[src/rtl/mem_arbiter.sv]
// Two-port fetch/data arbiter in front of a single-port memory.
// Serialises accesses as IDLE -> ISSUE -> RESP, one transaction per three cycles.
module mem_arbiter #(
  parameter int ADDR_WIDTH = 12
) (
  input  logic                  clk,
  input  logic                  rst,
  input  logic                  i_req_valid,
  output logic                  i_req_ready,
  input  logic [ADDR_WIDTH-1:0] i_req_addr,
  output logic                  i_rsp_valid,
  output logic [31:0]           i_rsp_data,
  output logic [1:0]            i_rsp_err,
  input  logic                  d_req_valid,
  output logic                  d_req_ready,
  input  logic                  d_req_we,
  input  logic [ADDR_WIDTH-1:0] d_req_addr,
  input  logic [31:0]           d_req_wdata,
  input  logic [1:0]            d_req_bmul,
  output logic                  d_rsp_valid,
  output logic [31:0]           d_rsp_data,
  output logic [1:0]            d_rsp_err,
  output logic                  mem_r_en,
  output logic [ADDR_WIDTH-1:0] mem_r_addr,
  output logic [1:0]            mem_r_bmul,
  output logic                  mem_w_en,
  output logic [ADDR_WIDTH-1:0] mem_w_addr,
  output logic [31:0]           mem_w_data,
  output logic [1:0]            mem_w_bmul,
  input  logic [31:0]           mem_r_data,
  input  logic [1:0]            mem_state,
  output logic                  err_sticky,
  output logic [ADDR_WIDTH-1:0] err_addr,
  output logic [1:0]            err_code
);

  typedef enum logic [1:0] {
    IDLE,
    ISSUE,
    RESP
  } state_t;

  state_t state, state_nx;

  // grant encoding: 0 = fetch port, 1 = data port
  logic                  last_grant;
  logic                  gnt_d;
  logic                  acc;
  logic                  acc_we;
  logic                  port_q;
  logic                  we_q;
  logic [ADDR_WIDTH-1:0] addr_q;
  logic [31:0]           wdata_q;
  logic [1:0]            bmul_q;
  logic                  rsp_i_q;
  logic                  rsp_d_q;

  always_comb begin
    state_nx    = state;
    gnt_d       = 1'b0;
    i_req_ready = 1'b0;
    d_req_ready = 1'b0;
    acc         = 1'b0;
    unique case (state)
      IDLE: begin
        if (i_req_valid && d_req_valid)
          gnt_d = ~last_grant;
        else
          gnt_d = d_req_valid;
        i_req_ready = i_req_valid && !gnt_d;
        d_req_ready = d_req_valid && gnt_d;
        acc         = i_req_ready || d_req_ready;
        if (acc)
          state_nx = ISSUE;
      end
      ISSUE:   state_nx = RESP;
      RESP:    state_nx = IDLE;
      default: state_nx = IDLE;
    endcase
  end

  assign acc_we = gnt_d && d_req_we;

  always_ff @(posedge clk or posedge rst) begin
    if (rst) begin
      state      <= IDLE;
      last_grant <= 1'b1;
      port_q     <= 1'b0;
      we_q       <= 1'b0;
      addr_q     <= '0;
      wdata_q    <= '0;
      bmul_q     <= '0;
      mem_r_en   <= 1'b0;
      mem_w_en   <= 1'b0;
      rsp_i_q    <= 1'b0;
      rsp_d_q    <= 1'b0;
      err_sticky <= 1'b0;
      err_addr   <= '0;
      err_code   <= '0;
    end else begin
      state    <= state_nx;
      mem_r_en <= 1'b0;
      mem_w_en <= 1'b0;
      rsp_i_q  <= 1'b0;
      rsp_d_q  <= 1'b0;
      if (acc) begin
        port_q     <= gnt_d;
        last_grant <= gnt_d;
        we_q       <= acc_we;
        addr_q     <= gnt_d ? d_req_addr : i_req_addr;
        wdata_q    <= gnt_d ? d_req_wdata : '0;
        bmul_q     <= gnt_d ? d_req_bmul : 2'b10;
        mem_r_en   <= !acc_we;
        mem_w_en   <= acc_we;
      end
      if (state == ISSUE) begin
        rsp_i_q <= !port_q;
        rsp_d_q <= port_q;
      end
      // only the first failing response is recorded
      if (state == RESP && mem_state != 2'b00 && !err_sticky) begin
        err_sticky <= 1'b1;
        err_addr   <= addr_q;
        err_code   <= mem_state;
      end
    end
  end

  assign mem_r_addr = addr_q;
  assign mem_r_bmul = bmul_q;
  assign mem_w_addr = addr_q;
  assign mem_w_data = wdata_q;
  assign mem_w_bmul = bmul_q;

  assign i_rsp_valid = rsp_i_q;
  assign i_rsp_data  = rsp_i_q ? mem_r_data : '0;
  assign i_rsp_err   = rsp_i_q ? mem_state : '0;
  assign d_rsp_valid = rsp_d_q;
  assign d_rsp_data  = (rsp_d_q && !we_q) ? mem_r_data : '0;
  assign d_rsp_err   = rsp_d_q ? mem_state : '0;

endmodule
[config.mk]
export PLATFORM = sky130hd
export DESIGN_NAME = mem_arbiter
export DESIGN_NICKNAME = d
export VERILOG_FILES = /design/src/rtl/mem_arbiter.sv
export SDC_FILE = /design/constraint.sdc
export NUM_CORES = 1
export LEC_CHECK = 0
export ABC_CLOCK_PERIOD_IN_PS = 2500
export BUFFER_PORTS_ARGS = -buffer_cell sky130_fd_sc_hd__buf_2
export CAP_MARGIN = 20
export CELL_PAD_IN_SITES_DETAIL_PLACEMENT = 1
export CELL_PAD_IN_SITES_GLOBAL_PLACEMENT = 2
export CORE_UTILIZATION = 23
export CTS_BUF_LIST = sky130_fd_sc_hd__clkbuf_2 sky130_fd_sc_hd__clkbuf_4 sky130_fd_sc_hd__clkbuf_8
export CTS_CLUSTER_SIZE = 12
export DETAILED_ROUTE_END_ITERATION = 8
export GPL_ROUTABILITY_DRIVEN = 0
export PLACE_DENSITY_LB_ADDON = 0.1
export SLEW_MARGIN = 5
export SYNTH_ARGS = -nofsm -noshare
export SYNTH_HDL_FRONTEND = slang
export SYNTH_SLANG_ARGS = --single-unit
export TNS_END_PERCENT = 1
[constraint.sdc]
create_clock -name clk -period 2.5 [get_ports clk]
set_input_delay 0.25 -clock clk [delete_from_list [all_inputs] [get_ports clk]]
set_output_delay 0.25 -clock clk [all_outputs]
set_load 0.1 [all_outputs]
Word-level counts from Yosys, hierarchy flattened:

Cells that the tools add are included.

* bits in registers: 70
* output and inout port bits: 149

* equal/unequal tests: 3
* mux-type cells: 19
* bitwise gates (word level): 1
* reduce and logical (&&, ||, !) cells: 15

Operators with widths (number)
* 2-to-1 mux 32 bit: 3
* 2-to-1 mux 12 bit: 1
* 2-to-1 mux 1 bit: 10
* 2-to-1 mux 2 bit: 4
* logical AND 1 bit: 7
* logical NOT 1 bit: 5
* one-hot mux 2 bit (2 select lines): 1
* == test 2 x 1 -> 1 bit (second input constant): 1
* == test 2 bit (second input constant): 1
* logical NOT 2 bit: 1
* inequality test 2 bit (second input constant): 1
* nonzero test 2 bit: 1
* logical OR 1 bit: 1
* NOT 1 bit: 1

Logic depth before layout (Yosys ltp):

* word-level depth: 8
* gate-level depth with buffers: 5
* depth with buffers taken out: 4

Worst setup path after synthesis:

OpenSTA, ideal clock, no wires.

* kind: register to output
* start point: register last_grant
* end point: output port i_req_ready
* arrival: 2519 ps
* slack: -269 ps
* cell stages (with the launch flop): 6
* cells stage by stage: dfstp_2 > nand2_1 > and3_1 > buf_6 > buf_2 > nor2_1

* cells in the longest elaborated chain, start to end: 6

Ends and longest elaborated chain
* start, declared: line 46 `logic last_grant;`
* start signal, assigned: line 108 `last_grant <= gnt_d;`
* NOT 1 bit: line 67 `gnt_d = ~last_grant;`
* 2-to-1 mux 1 bit: line 66 `if (i_req_valid && d_req_valid)`
* 2-to-1 mux 1 bit: line 64 `unique case (state)`
* logical NOT 1 bit: line 70 `i_req_ready = i_req_valid && !gnt_d;`
* logical AND 1 bit: line 70
* 2-to-1 mux 1 bit: line 64
* end, declared: line 9 `output logic i_req_ready,`

No other way between the ends. The select of a mux whose other input is x is not followed.

Worst setup path in the final report:

* start point: register state[0]
* end point: output port d_req_ready

* cells in the longest elaborated chain, start to end: 2

Ends and longest elaborated chain
* start, declared: line 43 `state_t state, state_nx;`
* start signal, assigned: line 101 `state <= state_nx;`
* logical NOT 2 bit: line 64
* 2-to-1 mux 1 bit: line 64
* end, declared: line 15 `output logic d_req_ready,`

No other way between the ends.

==> metrics.txt <==
run status=completed; min-delay worst type=input port to asynchronous set/reset pin; Worst EP required=2250 ps; Worst Tran Pin Value=881 ps; Hold Buf Count CTS=0; Clk Tree Root Cell=clkbuf_8; startpoint types=flop; Post-CTS Setup Inserts=0; Via density=4.25; die area=14800 um2; Distinct cells, synth=23; drt drc=0; clock-pin slew on the worst setup and hold paths=~90 ps; first-pass GRT wire length=17200 um; synth warn=0; initial antenna violation count=0; largest net degree at the start of global routing=50; Worst slew margin=41.2%; multi-input logic area=1330 um2; syn avg cell area=12.5 um2; RSZ-0062 raised after global routing=no; TritonCTS Sinks=70; initial drt markers=between 40 and 50; Seq cells post-synth=70; setup violators final=0; Antenna Nets Post-Route=0; post-synthesis sequential area ratio=between 50% and 60%; Mapped Area=3290 um2; layout cells sized above 1=roughly three fifths; Final #Nets=a little under 600; Fillers=about 1600; 1st-pass router iterations=3; CTS H-tree depth=3; Slew Viols, Final=0; Storage cell area=1750 um2; Syn Inst Count=263; Die W=~120 um; Critical Path AT=1910 ps; total grt overflow=0; post-detail-place hpwl=between 8000 and 9000 um; Routed WL per cell=approximately 16 um; die height=122 um; post-route cell area=5330 um2; count of final hold-check violations=0; clock latency on the worst-skew pair=350 ps; Final Util=38.3%; IO Pins=246; Max Cap Violations=0; Core Area=13900 um2; antenna cells=0; initial core utilization=between 20% and 30%; min Tclk post-route=between 2000 and 2500 ps; post-CTS sizing=0; Critical Path Fanout Max=35; critical path class=flop to output pin; CTS Buf Count=9; critical path capture point type=output pin; gr usage total=15.4%; synthesis-to-finish area growth=61.8%; area post-placement=5120 um2; Fin Setup TNS=0 ps; routed vias=2907; Highest Clock Rate=463 MHz; Final Cycle Share=86.5%; Fin Clk Skew=~13 ps; number of global-route vias before repair=between 2000 and 3000; # rows=43; syn_nets=360; input/output buffers=245; WL final=11200 um; CTS tree=built; Clock Tree Buf Depth=2
metal layers:
layer	global-route usage, %	up-vias	share of wire [%]
li1	-	1355	-
met1	18.5	1416	41
met2	26.6	128	51
met3	4.49	8	7.1
met4	4.63	0	1.0
met5	0	-	0
registers in the layout, summed over array words and instances (netlist names):
signal and cells:
mem_w_data 32, err_addr 12, mem_r_addr 12, err_code 2, mem_r_bmul 2, state 2, d_rsp_valid 1, err_sticky 1
i_rsp_valid 1, last_grant 1, mem_r_en 1, mem_w_en 1, port_q 1, we_q 1
critical path: stages, from the launching register on:
cell     delay, ps
dfrtp_1        440
nor2_1         230
and3_2         250
buf_4          390
buf_12         230
final timing paths:
check / slack, ps / cells after the start / from / to
worst min register to register: 450 / 1 / port_q / i_rsp_valid
min in group clk: 100 / 2 / d_req_we / mem_r_en
max in group asynchronous: 1740 / 3 / rst / mem_w_data[5]
worst max-delay path: 340 / 4 / state[0] / d_req_ready
worst max register to register: 670 / 4 / state[0] / mem_r_addr[9]
worst min-delay path: 60 / 2 / rst / err_addr[9]
synth_stat cells, drive strengths merged:
cell type,instances,area share [%]
a21o,2,0.46
nor3b,1,0.38
and3,1,0.19
mux2i,1,0.30
a22o,34,9.0
and2,70,13
dfrtp,69,52
mux2,38,14
nand2,2,0.23
nor2b,3,0.57
nor4b,1,0.72
or2,1,0.19
dfstp,1,0.80
a2bb2oi,1,0.27
inv,3,0.34
o21ai,1,0.15
nor2,3,0.34
buf,25,5.6
clkbuf,6,0.68
placed cells by master (no fill, tap or decap), types with 2 or more instances in the layout:
master	instances
nor2_1	2
a22o_1	34
clkinv_2	2
mux2_2	19
dfrtp_1	69
mux2_1	10
a21o_1	2
nor2b_1	3
clkbuf_8	10
buf_4	11
buf_12	33
nand2_1	2
inv_1	2
mux2_4	9
buf_2	212
and2_1	70
clkinv_4	2
layout make-up:
type,count,area share [%]
timing repair buffer,256,33.8
multi-input combinational,159,24.9
clock buffer,10,2.58
inverter,3,0.235
clock inverter,6,1.29
tap,180,4.22
sequential,70,32.9
metrics by stage:
step                cells  hold slack (ps)  worst slack, ps
finish                684             55.1              338
global placement      668              435              724
global route          684             71.9              180
floorplan             263              344             27.5
CTS                   684             64.5              280
detailed placement    668              439              674
cells by family (layout without fill, tap and decap cells):
family	after synthesis	count (layout)	share of synthesized area [%]
mux	39	39	14.3
simple gates	82	82	15.9
compound gates	38	38	9.91
flops	70	70	53.2
buf+inv	34	275	6.65
Power is not shown: default switching activity piles up to over one toggle a cycle in this logic, so the estimate is an artifact.
